## src/rtl/tinsel_msg_assembler.sv

```systemverilog
// rtl/tinsel_msg_assembler.sv - reassembles a flit stream into whole multi-flit messages
//
// Purpose:
//   Consumes one Flit per beat on a valid/ready port and packs the payloads of a
//   message into one wide word. A message ends at the first flit with
//   notFinalFlit == 0. The assembled message is then held on a valid/ready
//   message port until the consumer takes it. All state updates on the falling
//   clock edge.
//
// Configuration macro:
//   TINSEL_MSG_ASSEMBLER_IDLE_EN - when defined, an idle-token flit arriving at
//   slot 0 becomes a one-slot message flagged with msg_idle. When undefined,
//   every idle-token flit is consumed and dropped, and msg_idle is tied to 0.
//
// Ports:
//   clk          in   clock (falling edge active)
//   rst          in   asynchronous active-high reset
//   in_data      in   incoming Flit
//   in_valid     in   flit present
//   in_ready     out  flit accepted this cycle (high while collecting)
//   msg_data     out  MAX_FLITS payload slots, flit 0 in the least-significant slot
//   msg_dest     out  destination taken from flit 0
//   msg_len      out  payload slots filled, 1..MAX_FLITS while msg_valid
//   msg_overflow out  message had more than MAX_FLITS flits, excess discarded
//   msg_idle     out  message is an idle token
//   msg_valid    out  assembled message available
//   msg_ready    in   consumer takes the message

package tinsel_msg_pkg;
  localparam int TinselBitsPerFlit = 64;

  typedef struct packed {
    logic       acc;
    logic       host;
    logic [2:0] board_y;
    logic [2:0] board_x;
    logic [3:0] mbox;
    logic [3:0] thread;
  } NetAddr;

  typedef struct packed {
    NetAddr                         dest;
    logic                           notFinalFlit;
    logic                           isIdleToken;
    logic [TinselBitsPerFlit-1:0]   payload;
  } Flit;
endpackage

module tinsel_msg_assembler
  import tinsel_msg_pkg::*;
#(
  parameter int MAX_FLITS = 4,
  parameter int LEN_BITS  = $clog2(MAX_FLITS + 1)
) (
  input  logic                                 clk,
  input  logic                                 rst,
  input  logic [$bits(Flit)-1:0]               in_data,
  input  logic                                 in_valid,
  output logic                                 in_ready,
  output logic [MAX_FLITS*TinselBitsPerFlit-1:0] msg_data,
  output logic [$bits(NetAddr)-1:0]            msg_dest,
  output logic [LEN_BITS-1:0]                  msg_len,
  output logic                                 msg_overflow,
  output logic                                 msg_idle,
  output logic                                 msg_valid,
  input  logic                                 msg_ready
);
  localparam int BPF = TinselBitsPerFlit;
  localparam logic [LEN_BITS-1:0] MAX_IDX = LEN_BITS'(MAX_FLITS);

  typedef enum logic {S_COLLECT, S_PRESENT} state_t;

  state_t                   r_state;
  logic                     r_in_ready;
  logic                     r_msg_valid;
  logic [LEN_BITS-1:0]      r_idx;
  logic [MAX_FLITS*BPF-1:0] r_data;
  NetAddr                   r_dest;
  logic                     r_overflow;

  Flit  w_flit;
  logic w_accept;
  logic w_drop;
  logic w_force_final;

  assign w_flit   = in_data;
  assign w_accept = in_valid && r_in_ready;

`ifdef TINSEL_MSG_ASSEMBLER_IDLE_EN
  logic r_idle;
  // An idle token opening a message is a complete message on its own; one
  // arriving mid-message is swallowed so the partial message is untouched.
  assign w_force_final = w_flit.isIdleToken && (r_idx == '0);
  assign w_drop        = w_flit.isIdleToken && (r_idx != '0);
  assign msg_idle      = r_idle;
`else
  assign w_force_final = 1'b0;
  assign w_drop        = w_flit.isIdleToken;
  assign msg_idle      = 1'b0;
`endif

  always_ff @(negedge clk or posedge rst) begin
    if (rst) begin
      r_state     <= S_COLLECT;
      r_in_ready  <= 1'b1;
      r_msg_valid <= 1'b0;
      r_idx       <= '0;
      r_data      <= '0;
      r_dest      <= '0;
      r_overflow  <= 1'b0;
`ifdef TINSEL_MSG_ASSEMBLER_IDLE_EN
      r_idle      <= 1'b0;
`endif
    end else begin
      case (r_state)
        S_COLLECT: begin
          if (w_accept && !w_drop) begin
            if (r_idx == '0) begin
              r_dest <= w_flit.dest;
            end
            // idx saturates at MAX_FLITS; once there, payloads are discarded
            // and the count doubles as the final msg_len.
            if (r_idx < MAX_IDX) begin
              for (int s = 0; s < MAX_FLITS; s++) begin
                if (r_idx == LEN_BITS'(s)) begin
                  r_data[s*BPF +: BPF] <= w_flit.payload;
                end
              end
              r_idx <= r_idx + LEN_BITS'(1);
            end else begin
              r_overflow <= 1'b1;
            end
            if (w_force_final || !w_flit.notFinalFlit) begin
              r_state     <= S_PRESENT;
              r_in_ready  <= 1'b0;
              r_msg_valid <= 1'b1;
`ifdef TINSEL_MSG_ASSEMBLER_IDLE_EN
              r_idle      <= w_force_final;
`endif
            end
          end
        end
        S_PRESENT: begin
          if (msg_ready) begin
            // Slots are cleared here so unfilled slots of the next message read 0.
            r_state     <= S_COLLECT;
            r_in_ready  <= 1'b1;
            r_msg_valid <= 1'b0;
            r_idx       <= '0;
            r_data      <= '0;
            r_overflow  <= 1'b0;
`ifdef TINSEL_MSG_ASSEMBLER_IDLE_EN
            r_idle      <= 1'b0;
`endif
          end
        end
        default: r_state <= S_COLLECT;
      endcase
    end
  end

  assign in_ready     = r_in_ready;
  assign msg_valid    = r_msg_valid;
  assign msg_data     = r_data;
  assign msg_dest     = r_dest;
  assign msg_len      = r_idx;
  assign msg_overflow = r_overflow;

endmodule

```

## config.mk

```make
export PLATFORM = sky130hd
export DESIGN_NAME = tinsel_msg_assembler
export DESIGN_NICKNAME = d
export VERILOG_FILES = /design/src/rtl/tinsel_msg_assembler.sv
export SDC_FILE = /design/constraint.sdc
export NUM_CORES = 1
export LEC_CHECK = 0
export CAP_MARGIN = 10
export CORE_AREA = 8 8 169 171
export CTS_CLUSTER_DIAMETER = 100
export DETAILED_ROUTE_END_ITERATION = 8
export DIE_AREA = 0 0 177 179
export PLACE_DENSITY = 0.91
export RECOVER_POWER = 25
export SYNTH_ARGS = -nofsm -noshare
export SYNTH_HDL_FRONTEND = slang
export SYNTH_SLANG_ARGS = --single-unit
```

## constraint.sdc

```tcl
create_clock -name clk -period 24.8 [get_ports clk]
set_input_delay 3.72 -clock clk [delete_from_list [all_inputs] [get_ports clk]]
set_output_delay 3.72 -clock clk [all_outputs]
set_load 0.02 [all_outputs]
```

Word-level counts from Yosys, hierarchy flattened
Index checks and enable logic that the tools add are counted.
{"block": "totals", "register_bits": 279, "latch_bits": 0, "ram_bits": 0, "memories": 0, "input_bits": 86, "rom_bits": 0}
{"block": "op_classes", "shifts": 0, "n_eq_ne": 12, "n_mul": 0, "reduce_logical": 12, "addsub": 1, "bitwise_logic": 1, "n_mux": 27, "n_div": 0, "n_lt_le_gt_ge": 1}
{"op": "$mux W256", "n": 3}
{"op": "$pmux W256 S2", "n": 1}
{"op": "$mux W64", "n": 4}
{"op": "$ne A2 B2 Y1 const B", "n": 9}
{"op": "$reduce_and A4 Y1", "n": 4}
{"op": "$reduce_and A3 Y1", "n": 4}
{"op": "$mux W1", "n": 11}
{"op": "$mux W3", "n": 3}
{"op": "$pmux W1 S2", "n": 4}
{"op": "$eq A3 B2 Y1 const B", "n": 2}
{"op": "$pmux W3 S2", "n": 1}
{"op": "$add A3 B1 Y3 const B", "n": 1}
{"op": "$eq A3 B1 Y1 const B", "n": 1}
{"op": "$logic_not A3 Y1", "n": 1}
{"op": "$lt A3 B3 Y1 const B", "n": 1}
{"op": "$logic_and A1 B1 Y1", "n": 2}
{"op": "$logic_not A1 Y1", "n": 1}
{"op": "$not A1 Y1", "n": 1}

Logic depth before layout (Yosys ltp)
{"block": "depth", "ltp_word": 5, "mapped_depth": 9, "mapped_depth_nobuf": 5}

==> results.cfg <==
[power_and_ir_drop]
peakVddDrop_mv = 0.09174
comb_power_share_pct = 48.0
power.density_cell_area_nw_per_um2 = 131.8
totalPowerFinal_w = 0.002366
p_seq_share_pct = 33.5
sw_frac_of_total_pct = 42.10
power.net_switching_w = 0.0009961
clock_power_share_pct = 18.5
static-leakage-power_nw = 6.788
p_int_w = 0.001370

[sta]
worst-slew-pin-transition_ps = 5183
finalHoldWorstSlack_ps = 445.7
totalNegativeSetupSlack_ps = 0
clock-skew-final_ps = 58.40
finalMaxSlewViolations = 117
setup_viol = 0
grt_setup_unrepaired = no
hold_violation_count_in_the_final_report = 0
timing.max_slew.rel_slack_pct = -245.6

[setup_path]
worstPathMaxFanout = 116
worst_r2r_endpoint = msg_data[201]
critical_path.max_stage_delay_ps = 2830
timing.critical_path.from_type = input pin
crit-reg2reg-launch = msg_len[2]
worst-setup-path-type = input pin to async pin
crit_path_end_kind = async pin
reg2reg_slack_ps = 20510
bufs_and_invs_on_worst_path = 2
critical_path.top_delay_family = buffers and inverters
timing.reg2reg.worst_path_depth = 8
timing.critical_path.slowest_stage_cell = clkinvlp_2
worst-endpoint-arrival_ps = 7290
crit_required_ps = 12250
crit_chain = dlygate4sd3_1, clkinvlp_2

[floorplanning]
placeableCoreArea_um2 = 25760
floorplan.initialDensity_pct = 52.60
chipHeight_um = 179
design.portCount = 365
die_x_um = 177
std_cell_rows = 59
die-area_um2 = 31680

[min_path]
timing.hold.worst_path_depth = 1
critical_hold_path_startpoint = msg_valid
hold_path_class = flop to flop
min_delay_worst_endpoint = msg_valid

[placed_design]
post-dp-hpwl_um = 30400
buffer_ports.inserted = 363
globalplace.congestion = 0.8583
postPlaceCellArea_um2 = 17000

[detailed_routing]
wire_per_inst_um = 25.74
drt_first_pass_iters = 6
routed_via_density = 7.045
detailedRoute.firstIterationViolations = 2225
detail_route.wirelength_um = 50570
drc = 0
vias = 13843
ant_nets = 0

[logic_synthesis]
synth-edff-count = 0
synth.yosys.seq_area_share_pct = 51.53
ys_ff_latch = 279
post_synth_instance_area_um2 = 13550
synth-warning-count = 0
synth_cells = 1377
synth_ff_type = dfrtn_1
syn-num-nets = 1468
netlist-cell-type-count = 37
postSynth.asyncResetShare_pct = 100.0
synth.avg_cell_area_um2 = 9.841

[clock_tree]
cts_root_buf = clkbuf_16
cts_hold_buf = 0
tritoncts = built
clk_pin_slew_worst_paths_ps = 40
insertion_delay_to_the_later_sink_of_the_worst_skew_pair_ps = 590
numClockSinks = 279
clock_path_buffers = 3
post_cts_resize_count = 0
postCtsSetupRepairBufs = 0
ctsHtreeMaxLevel = 1
cts_made_buffers = 29

[layout]
antenna-diode-count = 0
mostFrequentLayoutCell = clkdlybuf4s50_1
stdcell_area_um2 = 17950
syn2layout_area_growth_pct = 32.45
final.fill_count = 1817
final_cell_mix = clkdlybuf4s50_1 (361), o211ai_1 (297), nand3_1 (292)
post_route_cells_drive_above_1_share_pct = 5.890
finalNetCount = 1699

[grt]
overflow_left_after_global_routing = 0
first_global_vias = 13548
grt_max_degree = 165
antenna_violations_before_repair = 1
grt_first_pass_wirelength_um = 78030
grt_util_all_layers_pct = 30.56

[run_status]
violations = max-capacitance violations, max-slew violations
run_status = complete, but fails checks

[run]
cap_violations = 1
sequential cells by signal (all words and copies together), names as in the netlist:
name / flops
msg_dest: 16
msg_valid: 1
r_state: 1
in_ready: 1
msg_len: 3
msg_data: 256
msg_overflow: 1
logic make-up (layout without fill, tap and decap cells):
logic type	after synthesis	in the layout	synth area share, %
other	1	1	0.02767
buffers and inverters	239	492	7.442
muxes	16	16	1.330
DFF	279	279	51.53
adders and majority gates	5	5	0.4617
AOI/OAI and AO/OA	426	426	22.88
and+or+nand+nor	411	411	16.33
power by group through the flow:
stage / Sequential (W) / Clock, W / Combinational (W)
after global routing: 0.000811 / 0.000458 / 0.00120
after detailed placement: 0.000788 / 0.000000505 / 0.00113
after floorplan: 0.000976 / 0.000000505 / 0.000406
after CTS: 0.000786 / 0.000439 / 0.00113
after global placement: 0.000776 / 0.000000505 / 0.00110
final: 0.000793 / 0.000437 / 0.00114
per-stage QoR:
stage	std cells	worst slack [ps]	util (%)
after floorplan	1377	1234	-
after detailed placement	1912	5722	66.00
after global routing	1965	4219	69.66
after CTS	1965	6276	69.69
final	1965	4956	69.66
after global placement	1912	5844	66.00
cell usage after synthesis, types with 2 or more instances:
cell type	number	share of area [%]
mux2_2	16	1.3
nand3_4	2	0.26
a211oi_1	2	0.11
nor2_1	3	0.083
buf_4	10	0.55
buf_1	16	0.44
dfrtn_1	278	51
o21ai_1	4	0.15
nand4_1	81	3.7
clkbuf_1	101	2.8
nand4b_1	4	0.26
inv_1	57	1.6
nand3_1	292	11
nand2_1	18	0.50
or4_1	2	0.11
o21ai_0	63	2.3
o221ai_1	55	3.6
buf_2	53	2.0
o211ai_1	297	16
and2_1	2	0.092
ha_1	5	0.46
how the worst max path moves through the flow:
| stage | from | endpoint | cells past startpoint |
|---|---|---|---|
| floorplan | rst | msg_data[0] | 1 |
| global placement | in_valid | msg_data[34] | 4 |
| detailed placement | in_valid | msg_data[31] | 4 |
| CTS | in_valid | msg_data[13] | 4 |
| global route | rst | msg_data[10] | 2 |
| finish | rst | msg_data[215] | 2 |
area by class of cell:
cell class                 instances  area (µm²)  area share (%)
clock buffer                      43       868.3           4.838
clock inverter                    11       85.08          0.4741
inverter                          57       227.7           1.269
multi-input combinational        859        5583           31.11
sequential                       279        6983           38.91
tap                              335       419.2           2.335
timing repair buffer             381        3781           21.07
metal layers:
layer / vias to the layer above / track usage [%] / share of wire, %
met5: - / 0 / 0.026
met4: 2 / 15.66 / 5.0
met3: 168 / 8.467 / 12
met2: 1101 / 47.76 / 46
met1: 6810 / 38.46 / 36
li1: 5762 / - / -
worst reg2reg max path, stage by stage, from the launching register on:
cell      delay [ps]
dfrtn_1          410
buf_4            750
buf_4           1080
inv_1            280
ha_1             460
nand4b_1         230
buf_4            600
o221ai_1         300
o21ai_0          150
Power figures use the tool's default switching activity.
